File: src/rtl/mpc_in_router_if.sv
// Pad-side and macro-side signal bundle for mpc_in_router.
// master = pad ring / configuration source, slave = the router.
interface mpc_in_router_if;
  logic [3:0]  configuration;
  logic [9:0]  north_i;
  logic [13:0] west_i;
  logic [13:0] east_i;
  logic [9:0]  north_i_0, north_i_1, north_i_2, north_i_3;
  logic [13:0] west_i_0, west_i_1, west_i_2, west_i_3;
  logic [13:0] east_i_0, east_i_1, east_i_2, east_i_3;
  logic        cfg_busy;
  logic [3:0]  cfg_active;
  logic [1:0]  dbg_state;

  modport master (
    output configuration, north_i, west_i, east_i,
    input  north_i_0, north_i_1, north_i_2, north_i_3,
    input  west_i_0, west_i_1, west_i_2, west_i_3,
    input  east_i_0, east_i_1, east_i_2, east_i_3,
    input  cfg_busy, cfg_active, dbg_state
  );

  modport slave (
    input  configuration, north_i, west_i, east_i,
    output north_i_0, north_i_1, north_i_2, north_i_3,
    output west_i_0, west_i_1, west_i_2, west_i_3,
    output east_i_0, east_i_1, east_i_2, east_i_3,
    output cfg_busy, cfg_active, dbg_state
  );
endinterface

File: src/rtl/mpc_in_router.sv
// Synchronises north/west/east pad inputs and routes them to four macros with blanked reconfiguration.
// Optional per-bit glitch filter on the synchronised pads: define MPC_IN_GLITCH_FILTER_EN.
module mpc_in_router #(
  parameter int SYNC_STAGES  = 2,
  parameter int BLANK_CYCLES = 4
) (
  input logic            clk,
  input logic            rst_n,
  mpc_in_router_if.slave bus
);
  typedef enum logic [1:0] {
    ST_RUN    = 2'd0,
    ST_BLANK  = 2'd1,
    ST_SETTLE = 2'd2
  } state_t;

  localparam int         PW         = 38;
  localparam logic [7:0] BLANK_LOAD = 8'(BLANK_CYCLES - 1);

  logic [SYNC_STAGES-1:0][PW-1:0] pad_sync;
  logic [SYNC_STAGES-1:0][3:0]    cfg_chain;
  logic [PW-1:0] pad_s;
  logic [PW-1:0] pad_f;
  logic [3:0]    cfg_sync;

  always_ff @(posedge clk or negedge rst_n) begin
    if (!rst_n) begin
      pad_sync  <= '0;
      cfg_chain <= '0;
    end else begin
      pad_sync[0]  <= {bus.north_i, bus.west_i, bus.east_i};
      cfg_chain[0] <= bus.configuration;
      for (int i = 1; i < SYNC_STAGES; i++) begin
        pad_sync[i]  <= pad_sync[i-1];
        cfg_chain[i] <= cfg_chain[i-1];
      end
    end
  end

  assign pad_s    = pad_sync[SYNC_STAGES-1];
  assign cfg_sync = cfg_chain[SYNC_STAGES-1];

`ifdef MPC_IN_GLITCH_FILTER_EN
  logic [PW-1:0] prev_q;
  logic [PW-1:0] filt_q;

  // A bit follows the pad only once two consecutive samples agree; otherwise it holds.
  assign pad_f = (~(pad_s ^ prev_q) & pad_s) | ((pad_s ^ prev_q) & filt_q);

  always_ff @(posedge clk or negedge rst_n) begin
    if (!rst_n) begin
      prev_q <= '0;
      filt_q <= '0;
    end else begin
      prev_q <= pad_s;
      filt_q <= pad_f;
    end
  end
`else
  assign pad_f = pad_s;
`endif

  logic [9:0]  pn;
  logic [13:0] pw;
  logic [13:0] pe;
  assign pn = pad_f[37:28];
  assign pw = pad_f[27:14];
  assign pe = pad_f[13:0];

  state_t     state, state_next;
  logic [7:0] cnt, cnt_next;
  logic [3:0] cfg_active, cfg_active_next, cfg_seen;

  always_ff @(posedge clk or negedge rst_n) begin
    if (!rst_n) begin
      state      <= ST_BLANK;
      cnt        <= BLANK_LOAD;
      cfg_active <= '0;
      cfg_seen   <= '0;
    end else begin
      state      <= state_next;
      cnt        <= cnt_next;
      cfg_active <= cfg_active_next;
      cfg_seen   <= cfg_sync;
    end
  end

  // Any movement of the synchronised configuration while blanking restarts the full blank.
  always_comb begin
    state_next      = state;
    cnt_next        = cnt;
    cfg_active_next = cfg_active;
    case (state)
      ST_RUN: begin
        if (cfg_sync != cfg_active) begin
          state_next = ST_BLANK;
          cnt_next   = BLANK_LOAD;
        end
      end
      ST_BLANK: begin
        if (cfg_sync != cfg_seen) begin
          cnt_next = BLANK_LOAD;
        end else if (cnt == 8'd0) begin
          state_next = ST_SETTLE;
        end else begin
          cnt_next = cnt - 8'd1;
        end
      end
      ST_SETTLE: begin
        cfg_active_next = cfg_sync;
        state_next      = ST_RUN;
      end
      default: begin
        state_next = ST_BLANK;
        cnt_next   = BLANK_LOAD;
      end
    endcase
  end

  logic [3:0][9:0]  rn, out_n;
  logic [3:0][13:0] rw, out_w;
  logic [3:0][13:0] re, out_e;
  logic             row;

  assign row = cfg_active_next[0];

  // Routing follows the next state so the output register blanks in step with cfg_busy.
  always_comb begin
    rn = '0;
    rw = '0;
    re = '0;
    if (state_next == ST_RUN) begin
      case (cfg_active_next[3:2])
        2'd0: begin
          rn[cfg_active_next[1:0]] = pn;
          rw[cfg_active_next[1:0]] = pw;
          re[cfg_active_next[1:0]] = pe;
        end
        2'd1: begin
          rw[{row, 1'b0}] = pw;
          re[{row, 1'b1}] = pe;
          rn[{row, 1'b0}] = {5'b0, pn[4:0]};
          rn[{row, 1'b1}] = {pn[9:5], 5'b0};
        end
        2'd2: begin
          for (int m = 0; m < 4; m++) begin
            rn[m] = pn;
            rw[m] = pw;
            re[m] = pe;
          end
        end
        default: begin
          rn = '0;
        end
      endcase
    end
  end

  always_ff @(posedge clk or negedge rst_n) begin
    if (!rst_n) begin
      out_n <= '0;
      out_w <= '0;
      out_e <= '0;
    end else begin
      out_n <= rn;
      out_w <= rw;
      out_e <= re;
    end
  end

  assign bus.north_i_0  = out_n[0];
  assign bus.north_i_1  = out_n[1];
  assign bus.north_i_2  = out_n[2];
  assign bus.north_i_3  = out_n[3];
  assign bus.west_i_0   = out_w[0];
  assign bus.west_i_1   = out_w[1];
  assign bus.west_i_2   = out_w[2];
  assign bus.west_i_3   = out_w[3];
  assign bus.east_i_0   = out_e[0];
  assign bus.east_i_1   = out_e[1];
  assign bus.east_i_2   = out_e[2];
  assign bus.east_i_3   = out_e[3];
  assign bus.cfg_busy   = (state != ST_RUN);
  assign bus.cfg_active = cfg_active;
  assign bus.dbg_state  = state;
endmodule
File: src/flat_wrapper.sv
// flat-port wrapper written by rule: the top's interface ports become plain ports
module mpc_in_router_flat 
#(
  parameter int SYNC_STAGES  = 2,
  parameter int BLANK_CYCLES = 4
)
  (clk, rst_n, bus_configuration, bus_north_i, bus_west_i, bus_east_i, bus_north_i_0, bus_north_i_1, bus_north_i_2, bus_north_i_3, bus_west_i_0, bus_west_i_1, bus_west_i_2, bus_west_i_3, bus_east_i_0, bus_east_i_1, bus_east_i_2, bus_east_i_3, bus_cfg_busy, bus_cfg_active, bus_dbg_state);
  mpc_in_router_if bus_i ();
  input logic clk;
  input logic rst_n;
  input wire logic [$bits(bus_i.configuration)-1:0] bus_configuration;
  input wire logic [$bits(bus_i.north_i)-1:0] bus_north_i;
  input wire logic [$bits(bus_i.west_i)-1:0] bus_west_i;
  input wire logic [$bits(bus_i.east_i)-1:0] bus_east_i;
  output wire logic [$bits(bus_i.north_i_0)-1:0] bus_north_i_0;
  output wire logic [$bits(bus_i.north_i_1)-1:0] bus_north_i_1;
  output wire logic [$bits(bus_i.north_i_2)-1:0] bus_north_i_2;
  output wire logic [$bits(bus_i.north_i_3)-1:0] bus_north_i_3;
  output wire logic [$bits(bus_i.west_i_0)-1:0] bus_west_i_0;
  output wire logic [$bits(bus_i.west_i_1)-1:0] bus_west_i_1;
  output wire logic [$bits(bus_i.west_i_2)-1:0] bus_west_i_2;
  output wire logic [$bits(bus_i.west_i_3)-1:0] bus_west_i_3;
  output wire logic [$bits(bus_i.east_i_0)-1:0] bus_east_i_0;
  output wire logic [$bits(bus_i.east_i_1)-1:0] bus_east_i_1;
  output wire logic [$bits(bus_i.east_i_2)-1:0] bus_east_i_2;
  output wire logic [$bits(bus_i.east_i_3)-1:0] bus_east_i_3;
  output wire logic [$bits(bus_i.cfg_busy)-1:0] bus_cfg_busy;
  output wire logic [$bits(bus_i.cfg_active)-1:0] bus_cfg_active;
  output wire logic [$bits(bus_i.dbg_state)-1:0] bus_dbg_state;
  assign bus_i.configuration = bus_configuration;
  assign bus_i.north_i = bus_north_i;
  assign bus_i.west_i = bus_west_i;
  assign bus_i.east_i = bus_east_i;
  assign bus_north_i_0 = bus_i.north_i_0;
  assign bus_north_i_1 = bus_i.north_i_1;
  assign bus_north_i_2 = bus_i.north_i_2;
  assign bus_north_i_3 = bus_i.north_i_3;
  assign bus_west_i_0 = bus_i.west_i_0;
  assign bus_west_i_1 = bus_i.west_i_1;
  assign bus_west_i_2 = bus_i.west_i_2;
  assign bus_west_i_3 = bus_i.west_i_3;
  assign bus_east_i_0 = bus_i.east_i_0;
  assign bus_east_i_1 = bus_i.east_i_1;
  assign bus_east_i_2 = bus_i.east_i_2;
  assign bus_east_i_3 = bus_i.east_i_3;
  assign bus_cfg_busy = bus_i.cfg_busy;
  assign bus_cfg_active = bus_i.cfg_active;
  assign bus_dbg_state = bus_i.dbg_state;
  mpc_in_router #(.SYNC_STAGES(SYNC_STAGES), .BLANK_CYCLES(BLANK_CYCLES)) u_core (.clk(clk), .rst_n(rst_n), .bus(bus_i));
endmodule
File: config.mk
export PLATFORM = sky130hd
export DESIGN_NAME = mpc_in_router_flat
export DESIGN_NICKNAME = d
export VERILOG_FILES = /design/src/rtl/mpc_in_router_if.sv /design/src/rtl/mpc_in_router.sv /design/src/flat_wrapper.sv
export SDC_FILE = /design/constraint.sdc
export NUM_CORES = 1
export LEC_CHECK = 0
export BUFFER_PORTS_ARGS = -buffer_cell sky130_fd_sc_hd__clkbuf_2
export CORE_MARGIN = 1
export CORE_UTILIZATION = 25
export DETAILED_ROUTE_END_ITERATION = 10
export GPL_TIMING_DRIVEN = 0
export PLACE_DENSITY = 0.52
export SLEW_MARGIN = 15
export SYNTH_ARGS = -nofsm -noshare
export SYNTH_HDL_FRONTEND = slang
export SYNTH_SLANG_ARGS = --single-unit
export TNS_END_PERCENT = 100
File: constraint.sdc
create_clock -name clk -period 2.64 [get_ports clk]
set_input_delay 0.132 -clock clk [delete_from_list [all_inputs] [get_ports clk]]
set_output_delay 0.132 -clock clk [all_outputs]
set_load 0.01 [all_outputs]
# After elaboration in Yosys (flattened, before gate mapping)
# Cells that the tools add are included.
# op_classes
n_addsub	1
mul	0
div	0
order_cmp	6
eq_ne	8
n_shift	0
n_mux	28
bitwise	7
reduce_logical	9
# ops
cell	n
$pmux 56 s3	2
$and 56x56->56	3
$pmux 40 s3	1
$mux 56	2
$and 56x42->56	1
$mux 14	3
$and 40x40->40	1
$bwmux 40	1
$mux 40	1
$and 35x30->35	1
$mux 10	3
$demux 14 s1	2
$demux 14 s2	1
$mux 8	3
$pmux 8 s3	1
$demux 10 s1	2
$demux 10 s2	1
$lt 2x3->1 const B	3
$logic_not 8->1	1
$ne 4x4->1	2
$sub 8x1->8 const B	1
$ge 2x1->1 const B	3
$logic_not 2->1	3
$mux 2	3
other kinds (10)	14
# totals
register_bits	254
latchBits	0
ramBits	0
mem_bits_ro	0
mem_count	0

# Depth between registers and ports, before layout
# Gate-level depths: netlist of run 1.
# depth
ltp_word	10
mapped_depth	9

# Worst setup path before layout of run 1
# OpenSTA, ideal clock, no wires.
# synth_path
path_kind	flip-flop to flip-flop
startpoint	register u_core.state[0] (netlist: u_core.bus.dbg_state[0])
endpoint	register u_core.out_w, in the netlist u_core.bus.west_i_0[10]
setup_time_ps	120
arrival_time_ps	1969
required_ps	2520
path_slack_ps	551
stages_incl_launch_ff	9
n_path_buf	3
cell_sequence	dfstp_2 > nand2b_1 > buf_6 > mux2i_4 > a21oi_1 > or2_1 > buf_2 > clkbuf_1 > and3_1
# synth_rtl
element	line_no	source
start, declared	mpc_in_router.sv:70	state_t state, state_next;
start signal, assigned	mpc_in_router.sv:81	state <= state_next;
end signal, assigned	mpc_in_router.sv:166	out_w <= rw;
end, declared	mpc_in_router.sv:121	logic [3:0][13:0] rw, out_w;

==> metrics.txt, run 1 <==
CTS tree=yes; Yosys reg bits=254; Finished Layout Cells=1217; post-synthesis cell area=8100 um2; Power Total=8.04 mW; die extent in x=182 um; slowest CP cell=dfstp_2; I/O Buffers=202; post-route clock period utilization=91.8%; vias in the first global route=about 5k; drt first-iter violations=roughly 190; Max Cap Viol=0; Design Area, Final=approximately 11000 um2; Fillers=3137; worst vdd ir=between 0.4 and 0.5 mV; worst slew pin tran=0.712 ns; Clock transition at path regs=0.06 ns; RSZ-0062 raised after global routing=yes; Routed WL=19.9 mm; clock tree sinks=254; Critical Path AT=2.89 ns; Clock Latency Late Sink=0.53 ns; Power Dens Cells=726 nW/um2; Placed Instances=1123; area grow syn2layout=36.7%; number of synthesized flops with an enable pin=0; total CTS buffers=27; ordered list of cells on the worst path=nand2b_1 -> buf_6 -> mux2i_1 -> inv_1 -> o31ai_4 -> buf_2 -> and3_1; type of the most critical hold path=in -> async; Antenna Cells=0; antenna violations before repair=0; Final Hold Vio Count=0; GRT Total Usage=between 10% and 20%; most common cell after layout, fill and taps aside=dfrtp_1; Main synth FF type=dfrtp_1; crit path kind=reg -> reg; setup violators final=0; drt first pass iters=4; commonest non-fill, non-tap cells in the layout=dfrtp_1 (251), clkbuf_2 (205), and3_1 (77), and2_1 (77), dlygate4sd3_1 (43); CP max FO=10; Max Buffers Root-to-Sink=3; Placement Cell Area=9680 um2; fraction of layout instances using a drive strength above 1=35.5%; required time of the critical path=3.10 ns; status=complete, no violations; final net count=842; crit path launch type=flip-flop; mean area per synthesized cell=15.7 um2; max_slew headroom=52.5%; Gate Count Post-Synth=517; Synth async-reset ratio=100%; DRC viols=0; synth unique cells=50; Vias=4848; clock skew=0.0104 ns; largest net degree at the start of global routing=89; Die Height=approximately 180 um; min cycle time layout=2.42 ns; Ys Warns=0; CTS H-tree depth=1; CP delay by family, top=buffers and inverters; Sum Neg Setup Slack=0 ns; clk root buf=clkbuf_16; routed len/inst=16.3 um; peak per-stage delay on the critical path=slightly below 0.6 ns; endpoint class of the critical path=flip-flop; GP Congestion=0.748; post-DP HPWL=13.3 mm; Via density=3.98; FP Rows=65; static leakage=between 5 and 6 nW; max-slew violations=0; Worst Path Buf+Inv=3; Core Region=~32000 um2; first-pass GRT wire length=~31 mm; final antenna-violating net count=0; # IOs=203; initial core utilization=25.5%; FMAX=413 MHz; GRT overflow=0; syn nets=562; die area=33100 um2; register area share after synthesis=78.5%
==> power breakdown <==
group / total, mW / internal (mW) / switching [mW]
registers: 4.00 / 3.96 / 0.0396
clock network: 3.84 / 2.34 / 1.51
logic: 0.192 / 0.0852 / 0.107
total: 8.04 / 6.39 / 1.65
==> cells in the mapped netlist, types with 2 or more instances <==
| cell | instances | area, um2 |
|---|---|---|
| o31ai_4 | 2 | 42.5 |
| nor3b_1 | 5 | 37.5 |
| nor3_1 | 2 | 10.0 |
| nor2_2 | 2 | 12.5 |
| o21ai_0 | 4 | 20.0 |
| a21oi_1 | 4 | 20.0 |
| xor2_1 | 4 | 35.0 |
| clkbuf_1 | 7 | 26.3 |
| buf_4 | 3 | 22.5 |
| inv_1 | 5 | 18.8 |
| nor2_1 | 4 | 15.0 |
| dfstp_2 | 3 | 78.8 |
| dfrtp_1 | 251 | 6280 |
| mux2i_1 | 3 | 30.0 |
| a22o_1 | 2 | 17.5 |
| or2_1 | 2 | 12.5 |
| buf_2 | 10 | 50.1 |
| o21ai_1 | 3 | 15.0 |
| o31ai_2 | 2 | 25.0 |
| nor3_4 | 2 | 32.5 |
| a21o_1 | 2 | 15.0 |
| nand2_1 | 5 | 18.8 |
| nor2b_1 | 6 | 37.5 |
| nand2b_1 | 5 | 31.3 |
| and3_1 | 77 | 482 |
| a21oi_2 | 2 | 17.5 |
| and2_1 | 77 | 482 |
==> worst paths after layout <==
check	endpoint	slack, ns	depth (start not counted)	from
worst max-delay path	u_core.bus.east_i_1[11]	0.22	7	u_core.bus.dbg_state[0]
worst min-delay path	u_core.bus.east_i_2[8]	0.20	2	rst_n
worst max register to register	u_core.bus.east_i_1[11]	0.22	7	u_core.bus.dbg_state[0]
worst min register to register	u_core.pad_f[18]	0.34	0	u_core.pad_sync[18]
max in group asynchronous	u_core.cnt[1]	1.52	3	rst_n
min in group clk	u_core.pad_sync[10]	0.25	2	bus_east_i[10]
==> through the flow <==
step / hold slack [ns] / worst slack, ns / utilization, %
after global routing: 0.232 / 0.00660 / 34.9
after global placement: 0.241 / -3.82 / 30.3
after CTS: 0.222 / -0.0277 / 34.8
after floorplan: -0.164 / 0.551 / -
after detailed placement: 0.217 / -0.0238 / 30.5
final: 0.199 / 0.216 / 34.9
==> cell families after synthesis <==
logic type / Yosys count / synth area share [%]
compound gates: 28 / 2.95
xor+xnor: 5 / 0.540
fa+ha+maj: 1 / 0.154
buf+inv: 28 / 1.68
flops: 254 / 78.5
mux: 6 / 0.973
simple gates: 195 / 15.2
==> flip-flops by register name, indices dropped and copies added, names as in the netlist, 14 cells and up <==
| register | count |
|---|---|
| u_core.bus.east_i_2 | 14 |
| u_core.bus.east_i_3 | 14 |
| u_core.bus.west_i_1 | 14 |
| u_core.pad_f | 38 |
| u_core.bus.west_i_0 | 14 |
| u_core.bus.east_i_0 | 14 |
| u_core.bus.west_i_2 | 14 |
| u_core.bus.west_i_3 | 14 |
| u_core.pad_sync | 38 |
| u_core.bus.east_i_1 | 14 |
==> layout make-up <==
class	count	area, um2	share of cell area [%]
repair buffers	251	1540	13.9
multi-input cells	235	1630	14.7
plain buffers	22	119	1.07
inverters	6	22.5	0.203
well taps	402	503	4.54
clock buffers	38	777	7.01
clock inverters	9	133	1.20
flip-flops and latches	254	6360	57.4
==> repair_timing <==
item	in CTS	in global routing
setup buffers	0	4
gates resized for setup	3	6
setup endpoints to repair	30	72
pin swaps	0	2
hold endpoints to repair	122	0
hold buffers	43	0
==> metal layers <==
layer / share of wire (%) / track usage [%] / vias up
met3: 6.5 / 3.09 / 33
met5: 0 / 0 / -
li1: - / - / 2278
met4: 2.2 / 3.80 / 0
met1: 42 / 15.7 / 2403
met2: 49 / 19.9 / 134
Power figures use the tool's default switching activity.
==> run 2: changes to the inputs <==
--- a/config.mk
+++ b/config.mk
@@ -5,12 +5,14 @@
 export SDC_FILE = /design/constraint.sdc
 export NUM_CORES = 1
 export LEC_CHECK = 0
+export ABC_AREA = 1
 export BUFFER_PORTS_ARGS = -buffer_cell sky130_fd_sc_hd__clkbuf_2
 export CORE_MARGIN = 1
 export CORE_UTILIZATION = 25
 export DETAILED_ROUTE_END_ITERATION = 10
 export GPL_TIMING_DRIVEN = 0
-export PLACE_DENSITY = 0.52
+export PLACE_DENSITY = 0.5
+export RECOVER_POWER = 100
 export SLEW_MARGIN = 15
 export SYNTH_ARGS = -nofsm -noshare
 export SYNTH_HDL_FRONTEND = slang
==> run 2 against run 1 <==
Compared with the run above: the flow now finishes with violations (capacitance limit, slew limit); worst hold slack improved by 0.015 ns; final cell count rose by 67%; combinational power rose by 44%; first-iteration DRC count rose by 140%; count of clock-buffer cells in the layout fell by 4; sequential power barely moved; critical path type unchanged.
==> metrics.txt, run 2 <==
routed wl met3=2.16 mm; most common cell after layout, fill and taps aside=nor2_1; endpoint class of the critical path=flip-flop; largest net degree at the start of global routing=between 80 and 90; metal2 WL=around 14 mm; post-CTS setup buffers=0; min cycle time layout=2.38 ns; Die Height=204 um; worst r2r src=u_core.bus.dbg_state[0]; CTS tree=yes; setup violators final=0; commonest non-fill, non-tap cells in the layout=nor2_1 (406), nand2_1 (318), dfrtp_1 (251); PnR worst setup slack=about 0.26 ns; Main synth FF type=dfrtp_1; Antenna Cells=0; CP max FO=10; Sum Neg Setup Slack=0 ns; initial core utilization=about 26%; Max Buffers Root-to-Sink=3; Critical Path AT=2.81 ns; drt first-iter violations=~440; Top Layer Used=met4; post-DP HPWL=approximately 22 mm; Synth async-reset ratio=100%; register area share after synthesis=62.2%; first-pass GRT wire length=47.9 mm; cell with the most instances after synthesis=nor2_1; Clock transition at path regs=about 0.060 ns; Final Hold Vio Count=0; # IOs=203; crit path launch type=flip-flop; type of the most critical hold path=in -> reg; Synth top cells by count=nor2_1 (406), nand2_1 (318), dfrtp_1 (251), nand3_1 (85), inv_1 (65); Core Region=40000 um2; Max Cap Viol=1; drt first pass iters=5; Gate Count Post-Synth=1212; top cells by area, synth=dfrtp_1 (61%), nor2_1 (15%), nand2_1 (12%), nand3_1 (4.2%), inv_1 (2.4%); Clock Latency Late Sink=0.56 ns; GRT Total Usage=around 15%; I/O Buffers=202; Ys Warns=0; final antenna-violating net count=0; Yosys top cell area share=61.4%; cell taking the most area after synthesis=dfrtp_1; max_slew headroom=-19.8%; DRC viols=0; clk root buf=clkbuf_16; die area=41700 um2; hold_sp=bus_east_i[12]; reg2reg setup slack=0.26 ns; failing checks=capacitance limit, slew limit; total CTS buffers=29; post-route clock period utilization=90.1%; RSZ-0062 raised after global routing=no; synth unique cells=20; GRT overflow=0; crit path kind=reg -> reg; final net count=1536; worst vdd ir=0.429 mV; hold buffers post-CTS=43; Placement Cell Area=approximately 12000 um2; static leakage=6.83 nW; area grow syn2layout=28.3%; FP Rows=73; Routed WL=31.1 mm; max-slew violations=30; GP Congestion=0.788; required time of the critical path=~3.1 ns; status=finished, violations left; syn nets=1257; vias in the first global route=8384; clock tree sinks=around 250; Power Dens Cells=631 nW/um2; Fillers=4307; Yosys reg bits=254; die extent in x=204 um; Via density=4.21; FMAX=between 400 and 500 MHz; worst slew pin tran=1.80 ns; mean area per synthesized cell=8.44 um2; DP Worst Slack=0.215 ns; Resize count post-CTS=0; CTS H-tree depth=1; post-synthesis cell area=10200 um2; metal1 wirelength=~14 mm; routed len/inst=roughly 15 um; Design Area, Final=13100 um2; clock skew=0.0124 ns; fraction of layout instances using a drive strength above 1=9.15%; Crit. Startpoint=u_core.bus.dbg_state[0]; Vias=8553; antenna violations before repair=0; number of synthesized flops with an enable pin=0
## run 2: cells by family after synthesis
logic type | count (synthesis) | share of synthesized area, %
buffers and inverters | 128 | 5.67
flip-flops | 254 | 62.2
AND/OR/NAND/NOR | 813 | 31.0
XOR/XNOR | 3 | 0.257
adder cells (fa/ha/maj) | 1 | 0.122
AO/OA/AOI/OAI | 13 | 0.783
## run 2: where the power goes
| part | switching, mW | internal, mW |
|---|---|---|
| clock | 1.61 | 2.35 |
| combinational | 0.164 | 0.113 |
| sequential | 0.0683 | 3.96 |
## run 2: through the flow
step,std cells,hold slack (ns),power (mW),util [%]
floorplan,1212,-0.164,4.17,-
global placement,1939,0.241,4.32,29.7
detailed placement,1942,0.0423,4.34,30.0
CTS,2033,0.0189,8.43,33.4
global route,2033,0.201,8.61,32.8
finish,2033,0.214,8.27,32.8
## run 2: layout make-up
class,instances,area (um2),share of cell area [%]
flip-flops and latches,254,6360,48.5
multi-input cells,830,3280,25.0
repair buffers,248,1310,10.0
clock buffers,34,764,5.83
well taps,525,657,5.01
plain buffers,61,323,2.46
inverters,67,251,1.92
clock inverters,14,166,1.27
## run 2: worst max-delay path: stages (launching register included)
cell,delay [ns]
dfstp_2,0.57
inv_1,0.09
nand2_2,0.12
buf_6,0.16
nand2_1,0.07
o21ai_2,0.15
o21ai_0,0.15
nand2_1,0.51
clkbuf_2,0.36
nor2_1,0.06
## run 2: final timing paths
kind | endpoint | cells after the start
hold / removal | u_core.pad_sync[12] | 2
max in group asynchronous | u_core.pad_f[4] | 4
hold reg to reg | u_core.pad_f[28] | 0
min in group asynchronous | u_core.bus.west_i_1[2] | 2
setup / recovery | u_core.bus.west_i_3[5] | 9
setup reg to reg | u_core.bus.west_i_3[5] | 9
## run 2: metal layers
metal	vias up	global-route usage, %
li1	4221	-
met4	0	4.32
met3	44	3.36
met2	271	24.6
met5	-	0
met1	4017	19.8
